--- src/rtl/serial_sub.sv ---
// Bit-serial subtractor: computes a - b - bin one bit per clock, LSB first, through a single
// full-subtractor cell with a registered borrow, behind a start/busy/done handshake.
module serial_sub #(
    parameter int unsigned W  = 4,
    parameter int unsigned CW = 6
) (
    input  logic         clk,
    input  logic         rst_n,
    input  logic         start,
    input  logic [W-1:0] a,
    input  logic [W-1:0] b,
    input  logic         bin,
    output logic         busy,
    output logic         done,
    output logic [W-1:0] diff,
    output logic         bout
);

    typedef enum logic [1:0] {StIdle, StShift, StDone} state_e;

    state_e          state_q, state_d;
    logic [W-1:0]    a_q, a_d;
    logic [W-1:0]    b_q, b_d;
    logic [W-1:0]    res_q, res_d;
    logic [W-1:0]    diff_q, diff_d;
    logic            br_q, br_d;
    logic            bout_q, bout_d;
    logic [CW-1:0]   cnt_q, cnt_d;

    logic            cell_x, cell_y, cell_d, cell_bo;

    assign cell_x  = a_q[0];
    assign cell_y  = b_q[0];
    assign cell_d  = cell_x ^ cell_y ^ br_q;
    assign cell_bo = (~cell_x & cell_y) | (~(cell_x ^ cell_y) & br_q);

    always_comb begin
        state_d = state_q;
        a_d     = a_q;
        b_d     = b_q;
        res_d   = res_q;
        diff_d  = diff_q;
        br_d    = br_q;
        bout_d  = bout_q;
        cnt_d   = cnt_q;

        unique case (state_q)
            StIdle: begin
                if (start) begin
                    state_d = StShift;
                end
            end
            StShift: begin
                a_d          = a_q >> 1;
                b_d          = b_q >> 1;
                res_d        = res_q >> 1;
                res_d[W-1]   = cell_d;
                br_d         = cell_bo;
                cnt_d        = cnt_q + CW'(1);
                if (cnt_q == CW'(W - 1)) begin
                    state_d = StDone;
                    diff_d  = res_d;
                    bout_d  = cell_bo;
                end
            end
            StDone: begin
                state_d = start ? StShift : StIdle;
            end
            default: begin
                state_d = StIdle;
            end
        endcase

        // Operand load shares one path for the idle accept and the back-to-back accept in DONE.
        if ((state_q == StIdle || state_q == StDone) && start) begin
            a_d   = a;
            b_d   = b;
            br_d  = bin;
            res_d = '0;
            cnt_d = '0;
        end
    end

    always_ff @(posedge clk or negedge rst_n) begin
        if (!rst_n) begin
            state_q <= StIdle;
            a_q     <= '0;
            b_q     <= '0;
            res_q   <= '0;
            diff_q  <= '0;
            br_q    <= 1'b0;
            bout_q  <= 1'b0;
            cnt_q   <= '0;
        end else begin
            state_q <= state_d;
            a_q     <= a_d;
            b_q     <= b_d;
            res_q   <= res_d;
            diff_q  <= diff_d;
            br_q    <= br_d;
            bout_q  <= bout_d;
            cnt_q   <= cnt_d;
        end
    end

    assign busy = (state_q == StShift);
    assign done = (state_q == StDone);
    assign diff = diff_q;
    assign bout = bout_q;

endmodule

--- config.mk ---
export PLATFORM = sky130hd
export DESIGN_NAME = serial_sub
export DESIGN_NICKNAME = d
export VERILOG_FILES = /design/src/rtl/serial_sub.sv
export SDC_FILE = /design/constraint.sdc
export NUM_CORES = 1
export LEC_CHECK = 0
export ABC_AREA = 1
export CAP_MARGIN = 20
export CORE_MARGIN = 1
export CORE_UTILIZATION = 35
export CTS_CLUSTER_SIZE = 30
export DETAILED_ROUTE_END_ITERATION = 10
export PLACE_DENSITY = 0.62
export SYNTH_ARGS = -nofsm -noshare
export SYNTH_HDL_FRONTEND = slang
export SYNTH_SLANG_ARGS = --single-unit
--- constraint.sdc ---
create_clock -name clk -period 1.2 [get_ports clk]
set_input_delay 0.18 -clock clk [delete_from_list [all_inputs] [get_ports clk]]
set_output_delay 0.18 -clock clk [all_outputs]
set_load 0.1 [all_outputs]
## Yosys cells after proc, flatten, opt, wreduce, memory -nomap -nowiden

Index checks and enable logic that the tools add are counted.

- Bits in latches: 0
- Flip-flop bits (word level): 26
- Word-level logic and storage cells: 41
- Output and inout port bits: 7
- Memories kept: 0
- Input port bits: 12
- Memory bits (read-only): 0
- Bits in writable memories: 0

- Divide/modulo/power cells: 0
- Muxes and demuxes: 14
- $add $sub $neg: 1
- Equal/unequal tests: 5
- Shift operators: 0
- Multipliers: 0
- Reduce and logical (&&, ||, !) cells: 6
- $lt $le $gt $ge: 0
- Bitwise logic cells: 7

Operators by type and width:

| operator | number |
|---|---|
| $mux W4 | 6 |
| $mux W6 | 2 |
| $add A6 B1 Y6 const B | 1 |
| $eq A6 B2 Y1 const B | 1 |
| $pmux W2 S3 | 1 |
| $mux W2 | 2 |
| $reduce_and A2 Y1 | 2 |
| $mux W1 | 3 |
| $and A1 B1 Y1 | 2 |
| $eq A2 B1 Y1 const B | 1 |
| $eq A2 B2 Y1 const B | 1 |
| $logic_not A2 Y1 | 1 |
| $ne A2 B1 Y1 const B | 1 |
| $ne A2 B2 Y1 const B | 1 |
| $not A1 Y1 | 2 |
| $reduce_bool A2 Y1 | 1 |
| $xor A1 B1 Y1 | 2 |
| $logic_and A1 B1 Y1 | 1 |
| $logic_or A1 B1 Y1 | 1 |
| $or A1 B1 Y1 | 1 |

## Longest topological paths before layout

Gate-level depths: netlist of the first run.

- Word-level depth: 6
- Gate-level depth with buffers: 7
- Mapped depth without buffers: 7

## Least setup slack after synthesis of the first run

No wires, ideal clock.

- Kind: register to output
- Start point: register state_q[1]
- End point: output port done
- Path buffers: 0
- Path slack: -674 ps
- Cell stages (with the launch flop): 3
- Arrival time: 1694 ps
- Required time: 1020 ps
- Cells stage by stage: dfrtp_1 > inv_1 > nor2_1

- Longest elaborated chain between the ends: 1

RTL lines:

| what | line | text |
|---|---|---|
| from (decl) | 21 | `state_e state_q, state_d;` |
| from (signal assigned) | 86 | `state_q <= StIdle;` |
| from (signal assigned) | 95 | `state_q <= state_d;` |
| $eq A2 B2 Y1 | 107 | `assign done = (state_q == StDone);` |
| to (decl) | 14 | `output logic done,` |

No other way between the ends.

## Worst setup path after layout of the first run

- Start point: register state_q[1]
- End point: output port busy

- Longest elaborated chain between the ends: 1

RTL lines:

| what | line | text |
|---|---|---|
| $eq A2 B1 Y1 | 106 | `assign busy = (state_q == StShift);` |
| to (decl) | 13 | `output logic busy,` |

No other way between the ends.

==> metrics, run 1 <==
Post-Place Setup Slack=-0.0558 ns; share of layout cells above drive strength 1=28.2%; dpl hpwl=1850 µm; Seq/Total Area, Yosys=51.8%; multi-input logic area=518 µm²; Tmin final=1.38 ns; number of buffers inserted by port buffering=18; global-route wire length before repair=4240 µm; top cell type's share of synthesized area=51.8%; Clock transition at path regs=0.13 ns; HP Class=input port to async pin; slew margin rel.=83.1%; failing checks=setup timing; WHS=0.183 ns; Hold Violations, Final=0; fin nets=185; reg2reg path depth=6; CTS tree=done; Peak VDD IR=1260 µV; Arr. time, crit path=1.20 ns; initial DRC count=36; FP Rows=20; top cells by count, synth=nand2_1, dfrtp_1, inv_1; Layout area overhead=39.3%; CP bufs+invs=2; wire per inst=11.7 µm; PwrDens=2880 mW/mm²; CP required=1.02 ns; final setup violation count=17; FFs w/ async S/R, synth=100%; CTS sink count=25; Yosys top cell by area=dfrtp_1; CP Launch Type=flip-flop; RSZ-0062 raised after global routing=true; Setup CP Type=flip-flop to output pin; Num CTS Buffers=3; Crit path depth=3; FILL cells=310; crit-path cells=buf_6 > nor2_4 > buf_12; Core ar.=0.00315 mm²; GRT Total Usage=15.5%; total vias in the final route=999; Mapped Cells=137; delay of the slowest cell on the worst path=0.43 ns; width of the die=60.8 µm; global placement routability congestion=0.765; Max FO, Critical Path=2; Yosys cell types=22; syn avg cell area=8.82 µm²; Slew Limit Fails=0; synth warn=0; 1st-pass router iterations=4; H-Tree Depth=1; Skew-Pair Late Insertion Delay=0.32 ns; status=finished with violations; Tot Pwr=4.85 mW; routed wire length=2500 µm; EDFF count, synth=0; fmax=725 MHz; Setup Skew=0.00245 ns; total grt overflow=0; initial antenna violation count=0; period utilization=115%; Critical Path Sink Type=output pin; Slowest cell on crit path=dfrtp_1; # diodes=0; Die Height=60.8 µm; DRC viols=0; Initial Utilization=38.3%; remaining antenna violation count after routing=0; Net Count, Synth=151; Clock Path Buffers=2; FF+latch area=626 µm²; Main synth FF type=dfrtp_1; IO Pins=19; CTS root buf=clkbuf_4; vias in the first global route=969; Synth area leaders=dfrtp_1, nand2_1, inv_1, nand4_1, o21ai_2; Largest delay share family, worst path=flip-flops; Seq cells post-synth=25; Final WS setup=-0.179 ns; largest net degree at the start of global routing=26; top-count cell post-synth=nand2_1; Die ar.=0.00369 mm²; Avg Vias per Cell=4.67; Max Cap Viol=0; worst slew pin tran=0.254 ns; Pleak=0.849 nW; post-synthesis cell area=0.00121 mm²
sequential cells by signal (all words and copies together) (netlist names):
| register | cells |
|---|---|
| cnt_q | 6 |
| a_q | 4 |
| b_q | 4 |
| diff | 4 |
| res_q | 3 |
| state_q | 2 |
| bout | 1 |
| br_q | 1 |
metrics by stage:
| step | area, µm² | util [%] | instances | TNS (ns) |
|---|---|---|---|---|
| 2_1_floorplan | 1220 | - | 137 | 0 |
| 3_3_place_gp | 1590 | 50.3 | 207 | -0.197 |
| 3_5_place_dp | 1590 | 50.3 | 207 | -0.519 |
| 4_1_cts | 1630 | 51.6 | 212 | -0.786 |
| 5_1_grt | 1680 | 53.4 | 214 | -2.29 |
| 6_report | 1680 | 53.4 | 214 | -0.986 |
final timing paths:
path | slack, ns | from | end
min in group clk | 0.38 | a[3] | a_q[3]
worst min-delay path | 0.18 | rst_n | a_q[1]
max in group asynchronous | 0.88 | rst_n | cnt_q[1]
worst max-delay path | -0.18 | state_q[1] | busy
worst max register to register | -0.07 | state_q[1] | cnt_q[2]
worst min register to register | 0.50 | a_q[3] | a_q[3]
where the power goes:
part	total (mW)	leakage, nW	internal, mW	switching (mW)
combinational	3.02	0.513	1.20	1.82
sequential	1.45	0.321	1.19	0.258
clock	0.385	0.0150	0.130	0.254
layer usage:
metal  vias to the layer above  global-route usage (%)  wire length (µm)
met4                         0                    5.84                38
met5                         -                       0                 0
met2                        26                    27.3              1230
li1                        498                       -                 -
met3                         2                    2.13                79
met1                       473                    19.4              1150
cell usage in the layout, fill, tap and decap left out, types with 2 or more instances in the layout:
cell / synthesis / final
nand3_2: 3 / 3
nand4_1: 6 / 6
nand2_2: 1 / 2
nor2_1: 6 / 5
o211ai_2: 2 / 2
clkbuf_4: 0 / 3
inv_1: 15 / 14
buf_6: 2 / 3
buf_12: 0 / 9
nand3_1: 6 / 5
o21ai_1: 2 / 2
nor2_4: 2 / 3
nand2_1: 51 / 49
o21ai_0: 2 / 2
inv_2: 3 / 4
clkdlybuf4s50_1: 0 / 11
buf_4: 1 / 9
o21ai_2: 4 / 4
dfrtp_1: 25 / 25
nand2_4: 1 / 2
repair_timing:
action / 4_1_cts / 5_1_grt
hold buffers: 0 / 0
setup buffers: 2 / 2
cloned: 0 / 0
resized for setup: 2 / 8
endpoints found under the setup margin: 7 / 25
pin swaps: 2 / 3
cells by family (layout without fill, tap and decap cells):
kind of cell	count (synthesis)	after routing	synth area share (%)
AO/OA/AOI/OAI	12	12	7.87
adder cells (fa/ha/maj)	2	2	2.69
buffers and inverters	21	54	8.07
AND/OR/NAND/NOR	77	77	29.6
flip-flops	25	25	51.8
area by class of cell:
type                            count  share of cell area [%]
Clock buffer                        4                    1.56
Inverter                           18                    4.01
Multi-Input combinational cell     91                    30.8
Sequential cell                    25                    37.1
Tap cell                           44                    3.27
Timing Repair Buffer               32                    23.3
No activity file was read; power rests on OpenSTA's default activity.
==> run 2: changes to the inputs <==
Settings changed: ABC_CLOCK_PERIOD_IN_PS set to 1430, PLACE_DENSITY 0.62 to 0.6.
Clock period 1.2 ns to 1.43 ns, I/O delays scaled along.
==> run 2 against run 1 <==
  * The run now ends clean
  * Register-to-register slack improved by 0.19 ns
  * Sequential share of layout area rose by 2.5 points
  * Clock-buffer cell count fell by 1
  * First-iteration DRC count fell by 39%
  * Hold slack improved by 0.046 ns
  * Setup slack improved by 0.23 ns
  * Routed wire length fell by 0.32%
  * Cell count fell by 2.8%
  * Utilization fell by 3.3 points
  * Via count fell by 3.4%
  * Global-route usage rose by 0.55 points
  * Die area did not move
==> metrics, run 2 (synthesis gave the netlist of run 1 again) <==
status=finished clean; remaining antenna violation count after routing=0; Die Height=60.8 µm; period utilization=96.6%; routed wire length=2490 µm; Reg with most FFs=cnt_q; global placement routability congestion=0.743; 1st-pass router iterations=4; final setup violation count=0; worst slew pin tran=0.316 ns; clock share of power=8.5%; CTS root buf=clkbuf_4; Setup CP Type=flip-flop to output pin; Setup Skew=0.00861 ns; CP required=1.22 ns; RSZ-0062 raised after global routing=false; CTS sink count=25; GRT Total Usage=16.1%; number of buffers inserted by port buffering=18; share of layout cells above drive strength 1=23.8%; CTS tree=done; Pleak=0.804 nW; most frequent cells in the layout=nand2_1, dfrtp_1, inv_1; Switching Fraction=49.2%; HP Class=input port to async pin; Post-Place Setup Slack=0.0883 ns; Final WS setup=0.0492 ns; Clock transition at path regs=0.14 ns; Max FO, Critical Path=3; Skew-Pair Late Insertion Delay=0.33 ns; initial antenna violation count=0; Psw=1.88 mW; WHS=0.229 ns; Layout area overhead=30.7%; commonest non-fill, non-tap cell in the layout=nand2_1; initial DRC count=22; Initial Utilization=38.3%; Core ar.=0.00315 mm²; H-Tree Depth=1; reg2reg path depth=6; Slew Limit Fails=0; combinational share of power=59.4%; fin nets=179; Clock Path Buffers=2; Avg Vias per Cell=4.64; largest net degree at the start of global routing=26; total vias in the final route=965; fmax=724 MHz; Arr. time, crit path=1.17 ns; width of the die=60.8 µm; max reg flops=6; slew margin rel.=78.9%; Critical Path Sink Type=output pin; dpl hpwl=1890 µm; Tmin final=1.38 ns; # diodes=0; FP Rows=20; total grt overflow=0; Pint=1.95 mW; Num CTS Buffers=3; sequential share of power=32.1%; global-route wire length before repair=4280 µm; wire per inst=12.0 µm; DRC viols=0; Die ar.=0.00369 mm²; PwrDens=2420 mW/mm²; IO Pins=19; Hold Violations, Final=0; vias in the first global route=992; R2R setup slack=0.12 ns; Max Cap Viol=0; TNS Setup=0 ns; Peak VDD IR=1160 µV; CP Launch Type=flip-flop
[run 2: changes by cell type in the layout (fill, tap and decap cells not counted), sizes merged]
| cell | previous run | this run |
|---|---|---|
| buf | 21 | 15 |
| clkbuf | 4 | 3 |
| clkinv | 0 | 1 |
[run 2: stage by stage]
stage                     cell area [µm²]  instances  power (mW)  util (%)
after global routing                 1580        208        4.11      50.1
after CTS                            1570        207        3.84      49.9
final                                1580        208        3.83      50.1
after detailed placement             1540        202        3.47      48.7
after floorplan                      1220        137        2.78         -
after global placement               1540        202        3.42      48.7
[run 2: path summary, 6_finish.rpt]
| check | from | end |
|---|---|---|
| setup / recovery | state_q[0] | busy |
| setup reg to reg | cnt_q[0] | diff[0] |
| hold reg to reg | a_q[3] | a_q[3] |
| min in group clk | a[3] | a_q[3] |
| hold / removal | rst_n | br_q |
| max in group asynchronous | rst_n | state_q[0] |
[run 2: per-layer routing]
metal	share of wire, %	vias up	GRT usage [%]
li1	-	486	-
met2	51	16	29.5
met4	1.1	0	3.90
met3	2.4	2	3.20
met1	46	461	19.3
met5	0	-	0
[run 2: critical path, stage by stage, from the launching register on]
cell	delay [ns]
dfrtp_2	0.43
inv_2	0.07
nor2_4	0.15
buf_12	0.19
[run 2: power by group through the flow]
stage	Clock [mW]	Combinational, mW	Sequential, mW
floorplan	0	1.26	1.52
finish	0.326	2.27	1.23
global route	0.357	2.49	1.26
CTS	0.332	2.27	1.24
detailed placement	0	2.22	1.25
global placement	0	2.18	1.23
[run 2: repair_timing]
action / in CTS / in global routing
hold buffers: 0 / 0
resized for setup: 1 / 0
pin swaps: 1 / 0
setup endpoints to repair: 1 / 1
setup buffers: 1 / 1
[run 2: area by class of cell]
class / count / area, µm²
Tap cell: 44 / 55.1
Timing Repair Buffer: 26 / 310
Multi-Input combinational cell: 91 / 493
Fill cell: 307 / 1570
Clock inverter: 1 / 5.00
Sequential cell: 25 / 627
Inverter: 18 / 67.6
Clock buffer: 3 / 22.5
==> run 3: changes to the inputs <==
Settings changed: CORE_MARGIN 1 to 4.
==> run 3 against run 2 <==
  * Routed wire length decreased by 3.5%
  * Non-clock buffer count up 2
  * Combinational power is 3% higher
  * Hold slack about the same
  * Sequential power about the same
  * First-iteration DRC count grew to 2.8 times the previous value
  * Via count decreased by 1.6%
  * Clock-buffer cell count unchanged
  * Sequential cell count unchanged
  * Critical endpoint is now done
  * Largest power group unchanged
==> metrics, run 3 (synthesis gave the netlist of run 1 again) <==
Max Cap Viol=0; Setup CP Type=flip-flop to output pin; remaining antenna violation count after routing=0; Max FO, Critical Path=3; instance area at placement=0.00155 mm²; PwrDens=2420 mW/mm²; Critical Path Sink Type=output pin; Tot Pwr=3.89 mW; CP Launch Type=flip-flop; Slew Limit Fails=0; global placement routability congestion=0.778; final setup violation count=0; dpl hpwl=1850 µm; RSZ-0062 raised after global routing=true; 1st-pass router iterations=4; Avg Vias per Cell=4.48; CTS root buf=clkbuf_4; FP Rows=21; Num CTS Buffers=3; FILL cells=343; crit-path cells=inv_2 > nor2_4 > buf_12; Initial Utilization=36.2%; CP required=1.22 ns; delay of the slowest cell on the worst path=0.47 ns; FF+latch area=626 µm²; # diodes=0; max reg flops=6; DRC viols=0; most frequent cells in the layout=nand2_1, dfrtp_1, inv_1; initial antenna violation count=0; Skew-Pair Late Insertion Delay=0.32 ns; routed wire length=2410 µm; Tmin final=1.40 ns; Pleak=0.812 nW; Hold Violations, Final=0; total grt overflow=0; Slowest cell on crit path=dfrtp_1; worst slew pin tran=0.323 ns; Core ar.=0.00334 mm²; Reg with most FFs=cnt_q; period utilization=98.0%; share of layout cells above drive strength 1=24.7%; Final Cell Area=0.00160 mm²; Die ar.=0.00446 mm²; wire per inst=11.3 µm; Clock Path Buffers=2; H-Tree Depth=1; fin nets=181; initial DRC count=61; TNS Setup=0 ns; total vias in the final route=950; Arr. time, crit path=1.19 ns; Clock transition at path regs=0.15 ns; fmax=714 MHz; GRT Total Usage=12.7%; IO Pins=19; largest net degree at the start of global routing=26; commonest non-fill, non-tap cell in the layout=nand2_1; slew margin rel.=78.4%; Peak VDD IR=1050 µV; status=finished clean; Layout area overhead=32.6%; global-route wire length before repair=4300 µm; HP Class=input port to async pin; Die Height=66.8 µm; multi-input logic area=493 µm²; width of the die=66.8 µm; CTS tree=done; CTS Hold Bufs=0; CTS sink count=25; vias in the first global route=955; number of buffers inserted by port buffering=18; Setup Skew=0.000885 ns
==> run 3: cell count changes in the layout (fill, tap and decap cells not counted) <==
cell        before  now
buf_4            8    9
buf_6            0    1
clkinv_2         1    0
clkinvlp_4       0    1
dfrtp_1         24   25
dfrtp_2          1    0
inv_1           15   14
inv_2            3    4
==> run 3: path summary, 6_finish.rpt <==
path                                  from    endpoint  slack, ns  cells past startpoint
worst max-delay path            state_q[1]        done       0.03                      3
worst min-delay path                 rst_n  state_q[1]       0.23                      2
worst max register to register  state_q[0]      b_q[1]       0.15                      7
worst min register to register      a_q[3]      a_q[3]       0.50                      2
max in group asynchronous            rst_n     diff[2]       0.96                      2
min in group clk                      a[3]      a_q[3]       0.42                      3
==> run 3: per-layer routing <==
metal	vias to the layer above	GRT usage [%]	routed length (µm)
met5	-	0	0
met4	0	3.05	12
met3	2	2.36	87
met2	21	20.7	1150
met1	436	17.4	1160
li1	491	-	-
==> run 3: critical path: cells and delay by family (launching register included) <==
kind                   cells  cell delay [ns]
DFF                        1             0.47
buffers and inverters      2             0.27
and+or+nand+nor            1             0.13
==> run 3: repair_timing <==
| action | CTS | global route |
|---|---|---|
| setup buffers | 3 | 0 |
| setup endpoints to repair | 1 | 2 |
| gates resized for setup | 0 | 2 |
| pin swaps | 1 | 2 |
==> run 3: area by class of cell <==
class	count	share of cell area, %
clock buffer	3	1.41
clock inverter	1	0.468
inverter	18	4.22
multi-input combinational	91	30.8
sequential	25	39.0
tap	46	3.59
timing repair buffer	28	20.5
==> run 3: power breakdown <==
group	switching, mW	internal [mW]	total, mW
clock network	0.230	0.107	0.337
logic	1.45	0.888	2.34
registers	0.218	0.996	1.21
total	1.90	1.99	3.89
==> run 3: metrics by stage <==
stage                     std cells  setup WS (ns)  hold slack [ns]  utilization [%]
after floorplan                 137          0.240          -0.0811                -
after global placement          205          0.131            0.458             46.3
after detailed placement        205          0.117            0.475             46.3
after CTS                       212         0.0200            0.234             47.9
after global routing            212       -0.00528            0.245             48.0
final                           212         0.0286            0.230             48.0
